===== config.mk =====
export PLATFORM = sky130hd
export DESIGN_NAME = cmd_dispatch
export DESIGN_NICKNAME = d
export VERILOG_FILES = /design/src/rtl/cmd_dispatch.sv
export SDC_FILE = /design/constraint.sdc
export NUM_CORES = 1
export LEC_CHECK = 0
export CAP_MARGIN = 10
export CORE_MARGIN = 1
export CORE_UTILIZATION = 44
export CTS_BUF_LIST = sky130_fd_sc_hd__clkbuf_8
export CTS_CLUSTER_DIAMETER = 150
export DETAILED_ROUTE_END_ITERATION = 6
export DONT_BUFFER_PORTS = 1
export HOLD_SLACK_MARGIN = 0.05
export PLACE_DENSITY = 0.58
export SLEW_MARGIN = 30
export SYNTH_ARGS = -nofsm -noshare
export SYNTH_HDL_FRONTEND = slang
export SYNTH_SLANG_ARGS = --single-unit

===== constraint.sdc =====
create_clock -name clk -period 4 [get_ports clk]
set_clock_uncertainty 0.1 [all_clocks]
set_input_delay 1 -clock clk [delete_from_list [all_inputs] [get_ports clk]]
set_output_delay 1 -clock clk [all_outputs]
set_load 0.01 [all_outputs]

===== src/rtl/cmd_dispatch.sv =====
// Command dispatcher: takes 16-bit commands from the UART wrapper, launches
// calibrate/move operations, waits for completion or timeout, and returns a
// one-byte status response through the UART transmit handshake.
module cmd_dispatch #(
  parameter int unsigned TIMEOUT = 1000000,
  parameter logic [7:0]  ACK     = 8'hA5,
  parameter logic [7:0]  NAK     = 8'h5A,
  parameter logic [7:0]  TMO     = 8'hEE
) (
  input  logic        clk,
  input  logic        rst_n,
  input  logic [15:0] cmd_i,
  input  logic        cmd_rdy_i,
  output logic        clr_cmd_rdy_o,
  output logic        strt_cal_o,
  input  logic        cal_done_i,
  output logic        strt_mv_o,
  output logic [7:0]  mv_heading_o,
  output logic [3:0]  mv_squares_o,
  input  logic        mv_done_i,
  output logic [7:0]  resp_o,
  output logic        trmt_o,
  input  logic        tx_done_i,
  output logic        busy_o
);

  localparam int unsigned CntW = $clog2(TIMEOUT + 1);

  typedef enum logic [1:0] {StIdle, StCalWait, StMvWait, StRespWait} state_e;

  state_e          state_q, state_d;
  logic [CntW-1:0] cnt_q, cnt_d;
  logic            tx_done_q;
  logic            clr_q, clr_d;
  logic            strt_cal_q, strt_cal_d;
  logic            strt_mv_q, strt_mv_d;
  logic            trmt_q, trmt_d;
  logic            busy_q, busy_d;
  logic [7:0]      resp_q, resp_d;
  logic [7:0]      hd_q, hd_d;
  logic [3:0]      sq_q, sq_d;

  logic is_cal, is_mv, mv_zero, tx_rise, expired, op_done;

  assign is_cal  = (cmd_i[15:12] == 4'h2);
  assign is_mv   = (cmd_i[15:12] == 4'h4);
  assign mv_zero = (cmd_i[3:0] == 4'h0);
  // Only a fresh edge releases RESP_WAIT; a level left high from a prior
  // transmission must not.
  assign tx_rise = tx_done_i & ~tx_done_q;
  assign expired = (cnt_q == CntW'(TIMEOUT));
  // Only the done input matching the current wait state counts.
  assign op_done = (state_q == StCalWait) ? cal_done_i : mv_done_i;

  // State register.
  always_ff @(posedge clk or negedge rst_n) begin
    if (!rst_n) begin
      state_q <= StIdle;
    end else begin
      state_q <= state_d;
    end
  end

  // Next-state decode.
  always_comb begin
    state_d = state_q;
    unique case (state_q)
      StIdle: begin
        if (cmd_rdy_i) begin
          if (is_cal)                state_d = StCalWait;
          else if (is_mv && !mv_zero) state_d = StMvWait;
          else                        state_d = StRespWait;
        end
      end
      StCalWait, StMvWait: begin
        if (op_done || expired) state_d = StRespWait;
      end
      StRespWait: begin
        if (tx_rise) state_d = StIdle;
      end
      default: state_d = StIdle;
    endcase
  end

  // Next values for the registered outputs and the timeout counter.
  always_comb begin
    clr_d      = 1'b0;
    strt_cal_d = 1'b0;
    strt_mv_d  = 1'b0;
    trmt_d     = 1'b0;
    resp_d     = resp_q;
    hd_d       = hd_q;
    sq_d       = sq_q;
    cnt_d      = '0;
    busy_d     = (state_d != StIdle);
    unique case (state_q)
      StIdle: begin
        if (cmd_rdy_i) begin
          clr_d = 1'b1;
          if (is_cal) begin
            strt_cal_d = 1'b1;
          end else if (is_mv && !mv_zero) begin
            strt_mv_d = 1'b1;
            hd_d      = cmd_i[11:4];
            sq_d      = cmd_i[3:0];
          end else if (is_mv) begin
            trmt_d = 1'b1;
            resp_d = ACK;
          end else begin
            trmt_d = 1'b1;
            resp_d = NAK;
          end
        end
      end
      StCalWait, StMvWait: begin
        // Done takes priority over a simultaneous expiry.
        if (op_done) begin
          trmt_d = 1'b1;
          resp_d = ACK;
        end else if (expired) begin
          trmt_d = 1'b1;
          resp_d = TMO;
          cnt_d  = cnt_q;
        end else begin
          cnt_d = cnt_q + CntW'(1);
        end
      end
      StRespWait: begin
        cnt_d = '0;
      end
      default: begin
        cnt_d = '0;
      end
    endcase
  end

  // Output, counter and tx_done edge registers.
  always_ff @(posedge clk or negedge rst_n) begin
    if (!rst_n) begin
      cnt_q      <= '0;
      tx_done_q  <= 1'b0;
      clr_q      <= 1'b0;
      strt_cal_q <= 1'b0;
      strt_mv_q  <= 1'b0;
      trmt_q     <= 1'b0;
      busy_q     <= 1'b0;
      resp_q     <= 8'h00;
      hd_q       <= 8'h00;
      sq_q       <= 4'h0;
    end else begin
      cnt_q      <= cnt_d;
      tx_done_q  <= tx_done_i;
      clr_q      <= clr_d;
      strt_cal_q <= strt_cal_d;
      strt_mv_q  <= strt_mv_d;
      trmt_q     <= trmt_d;
      busy_q     <= busy_d;
      resp_q     <= resp_d;
      hd_q       <= hd_d;
      sq_q       <= sq_d;
    end
  end

  assign clr_cmd_rdy_o = clr_q;
  assign strt_cal_o    = strt_cal_q;
  assign strt_mv_o     = strt_mv_q;
  assign trmt_o        = trmt_q;
  assign busy_o        = busy_q;
  assign resp_o        = resp_q;
  assign mv_heading_o  = hd_q;
  assign mv_squares_o  = sq_q;

endmodule


* Yosys cells after proc, flatten, opt, wreduce, memory -nomap -nowiden
Index checks and enable logic that the tools add are counted. W data, S select, Z words.
Cells by class: add/subtract/negate cells 1, equality and inequality tests 11, multiplexer cells 32, bitwise gates (word level) 3, reduce and logical (&&, ||, !) cells 10
Operators by type and width (count):
- $mux W20 | 3
- $mux W8 | 6
- $add A20 B1 Y20 const B | 1
- $eq A20 B20 Y1 const B | 1
- $mux W1 | 16
- $pmux W8 S2 | 1
- $mux W2 | 4
- $ne A2 B2 Y1 const B | 3
- $ne A3 B3 Y1 const B | 2
- $pmux W2 S3 | 1
- $reduce_and A5 Y1 | 1
- $eq A2 B2 Y1 const B | 2
- $eq A4 B2 Y1 const B | 1
- $eq A4 B3 Y1 const B | 1
- $logic_not A4 Y1 | 1
- $reduce_and A4 Y1 | 1
- $reduce_bool A2 Y1 | 2
- $eq A2 B1 Y1 const B | 1
- $logic_not A2 Y1 | 1
- $not A1 Y1 | 2
- $pmux W1 S2 | 1
- $reduce_or A2 Y1 | 1
- $and A1 B1 Y1 | 1
- $logic_and A1 B1 Y1 | 1
- other kinds (2) | 2
Word-level totals: flip-flop bits (word level) 48, input port bits 22, word-level logic and storage cells 68

* Logic depth before layout (Yosys ltp)
Gate-level depths: netlist (run 1).
word-level depth 8, gate-level depth with buffers 7, mapped depth without buffers 7

* Least setup slack after synthesis (run 1)
Ideal clock, no wire load.
kind input -> register, start input cmd_i[13], end register hd_q[0], in the netlist mv_heading_o[0], arrival time 2.208 ns, data required time 3.775 ns, path slack 1.567 ns, stages 5, path buffers 1, cell sequence nor4b_2 > nand2b_1 > nor2_2 > buf_2 > mux2_2
On the way: longest elaborated chain between the ends 3
Ends and longest elaborated chain:
- from (decl) | line 12 | input logic [15:0] cmd_i,
- $eq A4 B3 Y1 or $eq A4 B2 Y1 (tied branches) | line 46, 45
- $logic_and A1 B1 Y1 or $not A1 Y1 (tied branches)
- $reduce_and A4 Y1 (no line) (*)
- to (signal assigned) | line 148 | hd_q <= 8'h00;
- to (signal assigned) | line 159 | hd_q <= hd_d;
- to (decl) | line 40 | logic [7:0] hd_q, hd_d;
Every way passes the cells marked *; elsewhere a longest branch is shown, timed or not. A chain may end at the register's enable or synchronous reset.

* Worst setup path after layout (run 1)
start input cmd_i[13], end register hd_q[2], in the netlist mv_heading_o[2]
Same word-level chain as after synthesis.

==> summary.txt, run 1 <==
Timing
  • Hold Worst Slack: 0.289 ns
  • Final Hold Vio Count: 0
  • Worst-Margin Slew: 0.674 ns
  • Fmax: 422 MHz
  • Max Slew Vio Count: 0
  • Final setup violation count: 0
  • Setup TNS Final: 0 ns
  • Minimum clock period: 2.37 ns
  • Slew Limit Headroom: 55.1%
  • Unrepaired setup endpoints after global routing: false
  • Period utilisation layout: 59.2%

Drt
  • Drt pass-1 iters: 4
  • Vias: 1433
  • DRC violations left: 0
  • WL/cell: 15.5 um
  • Total Wirelength: 3910 um
  • Initial DRC count: 46
  • Via density: 5.66
  • Remaining antenna violation count after routing: 0

Critical path
  • Critical Path AT: 2.45 ns
  • CP Class: input port to flip-flop
  • Setup crit end: mv_heading_o[2]
  • Crit Reg-Reg Endpoint: resp_o[0]
  • Worst-path maximum fanout: 13
  • Worst reg2reg path depth: 6
  • Critical Path End Type: flip-flop
  • Req. time, crit path: 4.08 ns
  • Worst r2r src: state_q[0]
  • Critical Path Start: cmd_i[13]
  • R2r setup slk: 1.76 ns
  • Startpoint types: input port

Hold path
  • Worst hold path class: input port to async pin

Layout
  • Final Core Density: 49.9%
  • Fraction of layout cells with a size suffix above 1: 14.4%
  • # diodes: 0
  • Area Growth Syn to Fin: 5.52%
  • Final #Nets: 228

CTS
  • CTS clk-pin slew, worst paths: 0.08 ns
  • Clk root buf: clkbuf_8
  • H-tree Lvls: 2
  • Hold_buf cts: 0
  • Clock buffer depth: 2
  • CTS tree: yes
  • Worst skew pair latency: 0.29 ns
  • Total CTS buffers: 5
  • CTS Sinks: 44
  • Postcts setup bufs: 0
  • Resized Gates After CTS: 0

Global route
  • Initial antenna violation count: 0
  • GRT overflow: 0
  • Total track usage: 17.0%
  • Largest net degree at the start of global routing: 45
  • Global-route wire length before repair: 6690 um
  • Vias in the first global route: 1550

Synth
  • Sequential share of the synthesized area: 51.7%
  • Fraction of registers with async set or reset after synthesis: 100%
  • Dominant cell type by area after synthesis: dfrtp_1
  • Post-synth cell types: 40
  • Synthesis Warnings: 0
  • Post-synth top flop: dfrtp_1
  • Synth top area share: 51.7%
  • Number of synthesized flops with an enable pin: 0
  • Mapped Cells: 200
  • Syn_nets: 228
  • Post-synthesis cell area: 2130 sq um
  • Synth top area cells: dfrtp_1, mux2_2, ha_1, nor2_1, xor2_1
  • Number of synthesized register bits: 44
  • Syn avg cell area: 10.7 sq um

Floorplan
  • Die X: 71.6 um
  • # rows: 24
  • Initial Utilization: 47.3%
  • CORE AREA: 4500 sq um
  • Die area: 5130 sq um
  • Chip Height: 71.6 um
  • Number of top-level pins: 47

Power and ir drop
  • Total power: 0.00134 W
  • Max VDD drop: 0.258 mV
  • PwrDens: 595 nW/um^2
  • Leak: 0.966 nW

Outcome
  • Result of the run: complete, no violations

Placed design
  • Port bufs: 0
  • DP Wirelength: 2850 um
  • Routability cong.: 0.775

Job
  • Max Cap Viol: 0
cell usage in the layout (no fill, tap or decap), types with 6 or more instances in the layout:
| master | instances |
|---|---|
| dfrtp_1 | 44 |
| nor2_1 | 19 |
| inv_1 | 13 |
| mux2_2 | 13 |
| o21ai_0 | 12 |
| a21oi_1 | 11 |
| nand2_1 | 10 |
| nand3_1 | 9 |
| xor2_1 | 8 |
| xnor2_1 | 6 |
| ha_1 | 6 |
| clkbuf_8 | 6 |
synth_stat cells, types with 2 or more instances:
master,count
nor4_1,2
inv_1,12
o21ai_0,12
a21oi_1,11
nor2_1,19
buf_4,4
a21o_1,2
and4_1,2
mux2_2,13
nand2_1,10
buf_2,3
nand4_1,5
xnor2_1,6
xor2_1,8
dfrtp_1,44
nor2b_1,2
ha_1,6
nor3_1,5
nand3_1,9
or3_1,5
cell families after synthesis:
kind of cell	after synthesis	share of synthesized area, %
AND/OR/NAND/NOR	73	19.8
multiplexers	14	7.34
flip-flops	44	51.7
AO/OA/AOI/OAI	29	7.52
XOR/XNOR	14	5.75
buffers and inverters	20	4.40
adder cells (fa/ha/maj)	6	3.52
state kept, by name, indices dropped and copies added, names as in the netlist, 2 cells and up:
register,count
mv_heading_o,8
state_q,2
cnt_q,20
resp_o,4
mv_squares_o,4
critical path, stage by stage:
cell and delay (ns):
nor4b_2 0.36, nand2b_1 0.16, nor2_2 0.51, mux2_2 0.41
worst min path at each step:
stage	startpoint	end	slack [ns]
2_1_floorplan	cnt_q[18]	cnt_q[18]	0.41
3_3_place_gp	cnt_q[18]	cnt_q[18]	0.43
3_5_place_dp	cnt_q[18]	cnt_q[18]	0.43
4_1_cts	rst_n	cnt_q[15]	0.28
5_1_grt	rst_n	cnt_q[17]	0.27
6_report	rst_n	cnt_q[15]	0.29
metrics by stage:
stage / cell area (sq um) / setup WS, ns / cells
2_1_floorplan: 2130 / 1.57 / 200
3_3_place_gp: 2150 / 1.37 / 245
3_5_place_dp: 2150 / 1.29 / 245
4_1_cts: 2250 / 1.62 / 253
5_1_grt: 2250 / 1.49 / 253
6_report: 2250 / 1.63 / 253
cell type report:
type	instances	area, sq um
Sequential cell	44	1100
Clock buffer	6	82.6
Fill cell	411	2260
Inverter	12	45.0
Multi-Input combinational cell	136	936
Timing Repair Buffer	1	7.51
Clock inverter	2	11.3
Tap cell	52	65.1
power breakdown:
group | switching, W | internal, W
logic | 0.000224 | 0.000164
registers | 0.000121 | 0.000548
clock network | 0.000144 | 0.000138
routing by layer:
metal / part of all wire, % / track usage (%)
met5: 0 / 0
met4: 1.8 / 7.84
met3: 5.3 / 4.64
met2: 49 / 29.7
met1: 44 / 19.3
Note: power is estimated with default switching activity, not from simulation.
==> run 2, diff against run 1 <==
ABC_AREA = 1   (was unset)
PLACE_DENSITY = 0.6   (was 0.58)
clock period = 1.93 ns   (was 4 ns; I/O delays follow)
==> run 2 against run 1 <==
  * Synthesized cell count up 32%
  * Clock-buffer cell count did not move
  * Largest power group unchanged
  * Synthesized area grew 2.9%
  * Worst hold slack worse by 0.18 ns
  * Final cell count increased by 34%
==> summary.txt, run 2 <==
Layout
  • Largest register FFs: 20
  • Final Core Density: 51.2%
  • Post-Layout Cell Count: 339
  • Area Growth Syn to Fin: 11.0%
  • Final #Nets: 299
  • Fraction of layout cells with a size suffix above 1: 12.9%
  • Most frequent cells in the layout: nand2_1, dfrtp_1, nor2_1
  • Reg with most FFs: cnt_q
  • Commonest non-fill, non-tap cell in the layout: nand2_1
  • # diodes: 0

Synth
  • Synth top area share: 50.2%
  • Synth cell count leaders: nand2_1, dfrtp_1, nor2_1, inv_1
  • Synth top area cells: dfrtp_1, nand2_1, nor2_1, inv_1, ha_1
  • Dominant cell type by area after synthesis: dfrtp_1
  • Fraction of registers with async set or reset after synthesis: 100%
  • Post-synth top flop: dfrtp_1
  • Synthesis Warnings: 0
  • Most frequent cell after synthesis: nand2_1
  • Number of synthesized flops with an enable pin: 0
  • Syn_nets: 292
  • Post-synth cell types: 31
  • Sequential share of the synthesized area: 50.2%
  • Post-synthesis cell area: 2190 sq um
  • Syn avg cell area: 8.31 sq um
  • Number of synthesized register bits: 44
  • Mapped Cells: 264

Timing
  • Unrepaired setup endpoints after global routing: false
  • Period utilisation layout: 88.4%
  • Setup TNS Final: 0 ns
  • Final setup violation count: 0
  • Fmax: 586 MHz
  • Slew Limit Headroom: 77.0%
  • Minimum clock period: 1.71 ns
  • Worst-Margin Slew: 0.344 ns
  • Max Slew Vio Count: 0
  • Final Hold Vio Count: 0

Floorplan
  • Die X: 72.6 um
  • # rows: 25
  • Number of top-level pins: 47
  • Die area: 5270 sq um
  • CORE AREA: 4750 sq um
  • Chip Height: 72.6 um
  • Initial Utilization: 46.1%

Power and ir drop
  • Combinational share of power: 30.2%
  • Max VDD drop: 0.985 mV
  • Clock network power share: 24.0%
  • PwrDens: 1280 nW/um^2
  • Int Power: 0.00194 W
  • Leak: 1.18 nW
  • Psw: 0.00117 W
  • Sequential Power Share: 45.8%
  • Switch share: 37.7%

CTS
  • Total CTS buffers: 5
  • CTS Sinks: 44
  • Clk root buf: clkbuf_8
  • H-tree Lvls: 2
  • Clock buffer depth: 2
  • CTS tree: yes
  • CTS clk-pin slew, worst paths: 0.09 ns
  • Worst skew pair latency: 0.30 ns

Drt
  • Remaining antenna violation count after routing: 0
  • WL/cell: 12.0 um
  • Via density: 4.81
  • DRC violations left: 0
  • Total Wirelength: 4080 um
  • Drt pass-1 iters: 4
  • Vias: 1630
  • Initial DRC count: 115

Global route
  • Total track usage: 16.4%
  • Initial antenna violation count: 0
  • Largest net degree at the start of global routing: 45
  • GRT overflow: 0
  • Vias in the first global route: 1463
  • Global-route wire length before repair: 6620 um

Critical path
  • Critical Path AT: 1.80 ns
  • Worst-path maximum fanout: 7
  • Startpoint types: flip-flop
  • Req. time, crit path: 2.03 ns
  • Critical Path End Type: flip-flop
  • CP Class: flip-flop to flip-flop
  • R2r setup slk: 0.22 ns

Placed design
  • Routability cong.: 0.843
  • Cell total after placement: 327
  • DP Wirelength: 2950 um
  • Port bufs: 0

Hold path
  • Worst hold path class: input port to flip-flop

Job
  • Max Cap Viol: 0

Outcome
  • Result of the run: complete, no violations
==> run 2: final timing paths <==
kind | start | to | cells after the start
setup reg to reg | state_q[1] | resp_o[0] | 9
hold reg to reg | cnt_q[6] | cnt_q[6] | 1
hold / removal | tx_done_i | tx_done_q | 0
min in group asynchronous | rst_n | cnt_q[8] | 2
max in group asynchronous | rst_n | cnt_q[4] | 2
setup / recovery | state_q[1] | resp_o[0] | 9
==> run 2: worst max-delay path: stages (launching register included) <==
cell     delay (ns)
dfrtp_1        0.41
inv_1          0.12
ha_1           0.20
mux2i_2        0.26
nand2_2        0.11
inv_2          0.07
buf_4          0.14
nor2_1         0.06
nand2_1        0.07
nand2_1        0.06
==> run 2: per-layer routing <==
| metal | vias up | track usage, % | part of all wire, % |
|---|---|---|---|
| met1 | 755 | 22.5 | 51 |
| met4 | 0 | 5.88 | 0.69 |
| met3 | 4 | 4.70 | 3.8 |
| li1 | 840 | - | - |
| met5 | - | 0 | 0 |
| met2 | 31 | 24.9 | 45 |
==> run 2: layout make-up <==
cell class	instances	area (sq um)
well taps	67	83.8
repair buffers	6	67.6
clock inverters	2	38.8
flip-flops and latches	44	1100
multi-input cells	179	928
clock buffers	6	82.6
inverters	35	131
fillers	474	2320
==> run 2: timing repair <==
action                     4_1_cts  5_1_grt
setup buffers                    0        2
setup endpoints to repair        0       13
hold endpoints to repair        44        0
gates resized for setup          0        2
hold buffers                     2        0
==> run 2: logic make-up after synthesis <==
family / after synthesis / share of synthesized area (%)
and+or+nand+nor: 134 / 27.6
DFF: 44 / 50.2
buffers and inverters: 41 / 7.76
AOI/OAI and AO/OA: 29 / 7.02
xor gates and xnor gates: 9 / 3.59
adders and majority gates: 6 / 3.42
muxes: 1 / 0.456
==> run 2: through the flow <==
stage          power (W)  setup slack (ns)  hold WS (ns)  cell area [sq um]
4_1_cts          0.00310             0.107         0.100               2410
3_3_place_gp     0.00230             0.179        0.0885               2250
5_1_grt          0.00335            0.0167        0.0944               2430
6_report         0.00311             0.223         0.112               2430
3_5_place_dp     0.00231             0.128        0.0887               2250
2_1_floorplan    0.00215             0.366        0.0869               2190
==> run 2: power by group through the flow <==
stage	Clock (W)	Sequential (W)	Combinational [W]
global route	0.000806	0.00145	0.00109
floorplan	0	0.00138	0.000765
global placement	0	0.00145	0.000853
CTS	0.000768	0.00143	0.000900
finish	0.000748	0.00142	0.000939
detailed placement	0	0.00145	0.000866
==> run 3, diff against run 2 <==
ABC_AREA = unset   (was 1)
==> run 3 against run 2 <==
  * Via count down 7.1%
  * Final cell count is 20% lower
  * Global-route usage increased by 1.6 points
  * Sequential share of layout area down 0.73 points
  * Setup slack worse by 0.18 ns
  * Power fell by 4.3%
  * First-iteration DRC count grew 5.2%
  * Clock power fell by 4.5%
  * Worst hold slack worse by 0.0093 ns
  * Register-to-register slack lost 0.18 ns
  * Highest routed layer unchanged
==> summary.txt, run 3 (same netlist as run 1, synthesis figures left out) <==
Placed design
  • DP Wirelength: 2940 um
  • Port bufs: 0
  • Dpl cell area: 2270 sq um
  • Routability cong.: 0.836
  • Pre-CTS WS: -0.159 ns

Floorplan
  • # rows: 24
  • Initial Utilization: 47.3%
  • Chip Height: 71.6 um
  • CORE AREA: 4500 sq um
  • Die X: 71.6 um
  • Number of top-level pins: 47
  • Die area: 5130 sq um

CTS
  • CTS Sinks: 44
  • Worst skew pair latency: 0.30 ns
  • Clock buffer depth: 2
  • Clk root buf: clkbuf_8
  • CTS tree: yes
  • Total CTS buffers: 5
  • H-tree Lvls: 2
  • CTS clk-pin slew, worst paths: 0.09 ns

Layout
  • Design area: 2470 sq um
  • Fraction of layout cells with a size suffix above 1: 23.7%
  • Final #Nets: 246
  • Area Growth Syn to Fin: 16.1%
  • # diodes: 0
  • Most frequent cells in the layout: dfrtp_1, nor2_1, buf_4
  • Final Core Density: 54.9%
  • Commonest non-fill, non-tap cell in the layout: dfrtp_1
  • Reg with most FFs: cnt_q
  • Largest register FFs: 20

Timing
  • Period utilisation layout: 97.6%
  • Fmax: 531 MHz
  • Minimum clock period: 1.88 ns
  • Final Hold Vio Count: 0
  • Worst-Margin Slew: 0.296 ns
  • Max Slew Vio Count: 0
  • Fin worst setup slack: 0.0465 ns
  • Final setup violation count: 0
  • Slew Limit Headroom: 80.0%
  • Unrepaired setup endpoints after global routing: true

Power and ir drop
  • Leak: 1.08 nW
  • Max VDD drop: 0.715 mV
  • PwrDens: 1200 nW/um^2
  • Total power: 0.00298 W

Global route
  • Total track usage: 18.0%
  • GRT overflow: 0
  • Largest net degree at the start of global routing: 45
  • Global-route wire length before repair: 7170 um
  • Vias in the first global route: 1577
  • Initial antenna violation count: 0

Hold path
  • Worst hold path class: input port to flip-flop

Job
  • Max Cap Viol: 0

Drt
  • Drt pass-1 iters: 4
  • WL/cell: 15.3 um
  • Vias: 1514
  • Initial DRC count: 121
  • Total Wirelength: 4150 um
  • DRC violations left: 0
  • Remaining antenna violation count after routing: 0
  • Via density: 5.59

Critical path
  • Startpoint types: flip-flop
  • Worst-path maximum fanout: 5
  • Critical Path AT: 1.97 ns
  • Critical Path End Type: flip-flop
  • Req. time, crit path: 2.02 ns
  • CP Class: flip-flop to flip-flop

Outcome
  • Result of the run: complete, no violations
## run 3: worst paths after layout
| kind | startpoint | to | slack (ns) | depth (start not counted) |
|---|---|---|---|---|
| worst min register to register | cnt_q[18] | cnt_q[18] | 0.46 | 2 |
| min in group asynchronous | rst_n | mv_heading_o[0] | 0.59 | 2 |
| max in group asynchronous | rst_n | cnt_q[15] | 0.94 | 2 |
| worst max register to register | cnt_q[10] | cnt_q[1] | 0.05 | 5 |
| worst max-delay path | cnt_q[10] | cnt_q[1] | 0.05 | 5 |
| worst min-delay path | tx_done_i | tx_done_q | 0.10 | 0 |
## run 3: where the power goes
part / switching, W / internal [W]
clock: 0.000324 / 0.000390
sequential: 0.000250 / 0.00113
combinational: 0.000482 / 0.000397
total: 0.00106 / 0.00192
## run 3: layer usage
metal / global-route usage (%) / part of all wire [%] / vias up
met2: 31.4 / 50 / 26
li1: - / - / 721
met5: 0 / 0 / -
met4: 4.79 / 2.0 / 0
met3: 5.06 / 3.3 / 10
met1: 22.1 / 44 / 757
## run 3: worst max-delay path, stage by stage (launching register included)
cell and delay, ns:
dfrtp_1 0.43, or4_4 0.54, nor4_4 0.29, buf_4 0.19
mux2i_1 0.18, nor2_1 0.06
## run 3: through the flow
stage	setup TNS (ns)	instances	hold slack, ns
finish	0	271	0.103
global route	-0.0198	271	0.0764
CTS	0	270	0.0898
detailed placement	-1.90	260	0.0881
global placement	-0.931	260	0.0882
floorplan	0	200	0.0869
## run 3: layout make-up
| cell class | instances | area (sq um) |
|---|---|---|
| fillers | 387 | 2030 |
| flip-flops and latches | 44 | 1100 |
| multi-input cells | 136 | 966 |
| repair buffers | 19 | 181 |
| clock buffers | 5 | 68.8 |
| well taps | 52 | 65.1 |
| clock inverters | 3 | 46.3 |
| inverters | 12 | 45.0 |
## run 3: repair_timing
action | in CTS | in global routing
endpoints found under the hold margin | 44 | 0
buffers inserted | 0 | 1
pin swaps | 0 | 3
resized for setup | 5 | 4
setup endpoints to repair | 16 | 35
cloned | 0 | 0
hold buffers | 2 | 0
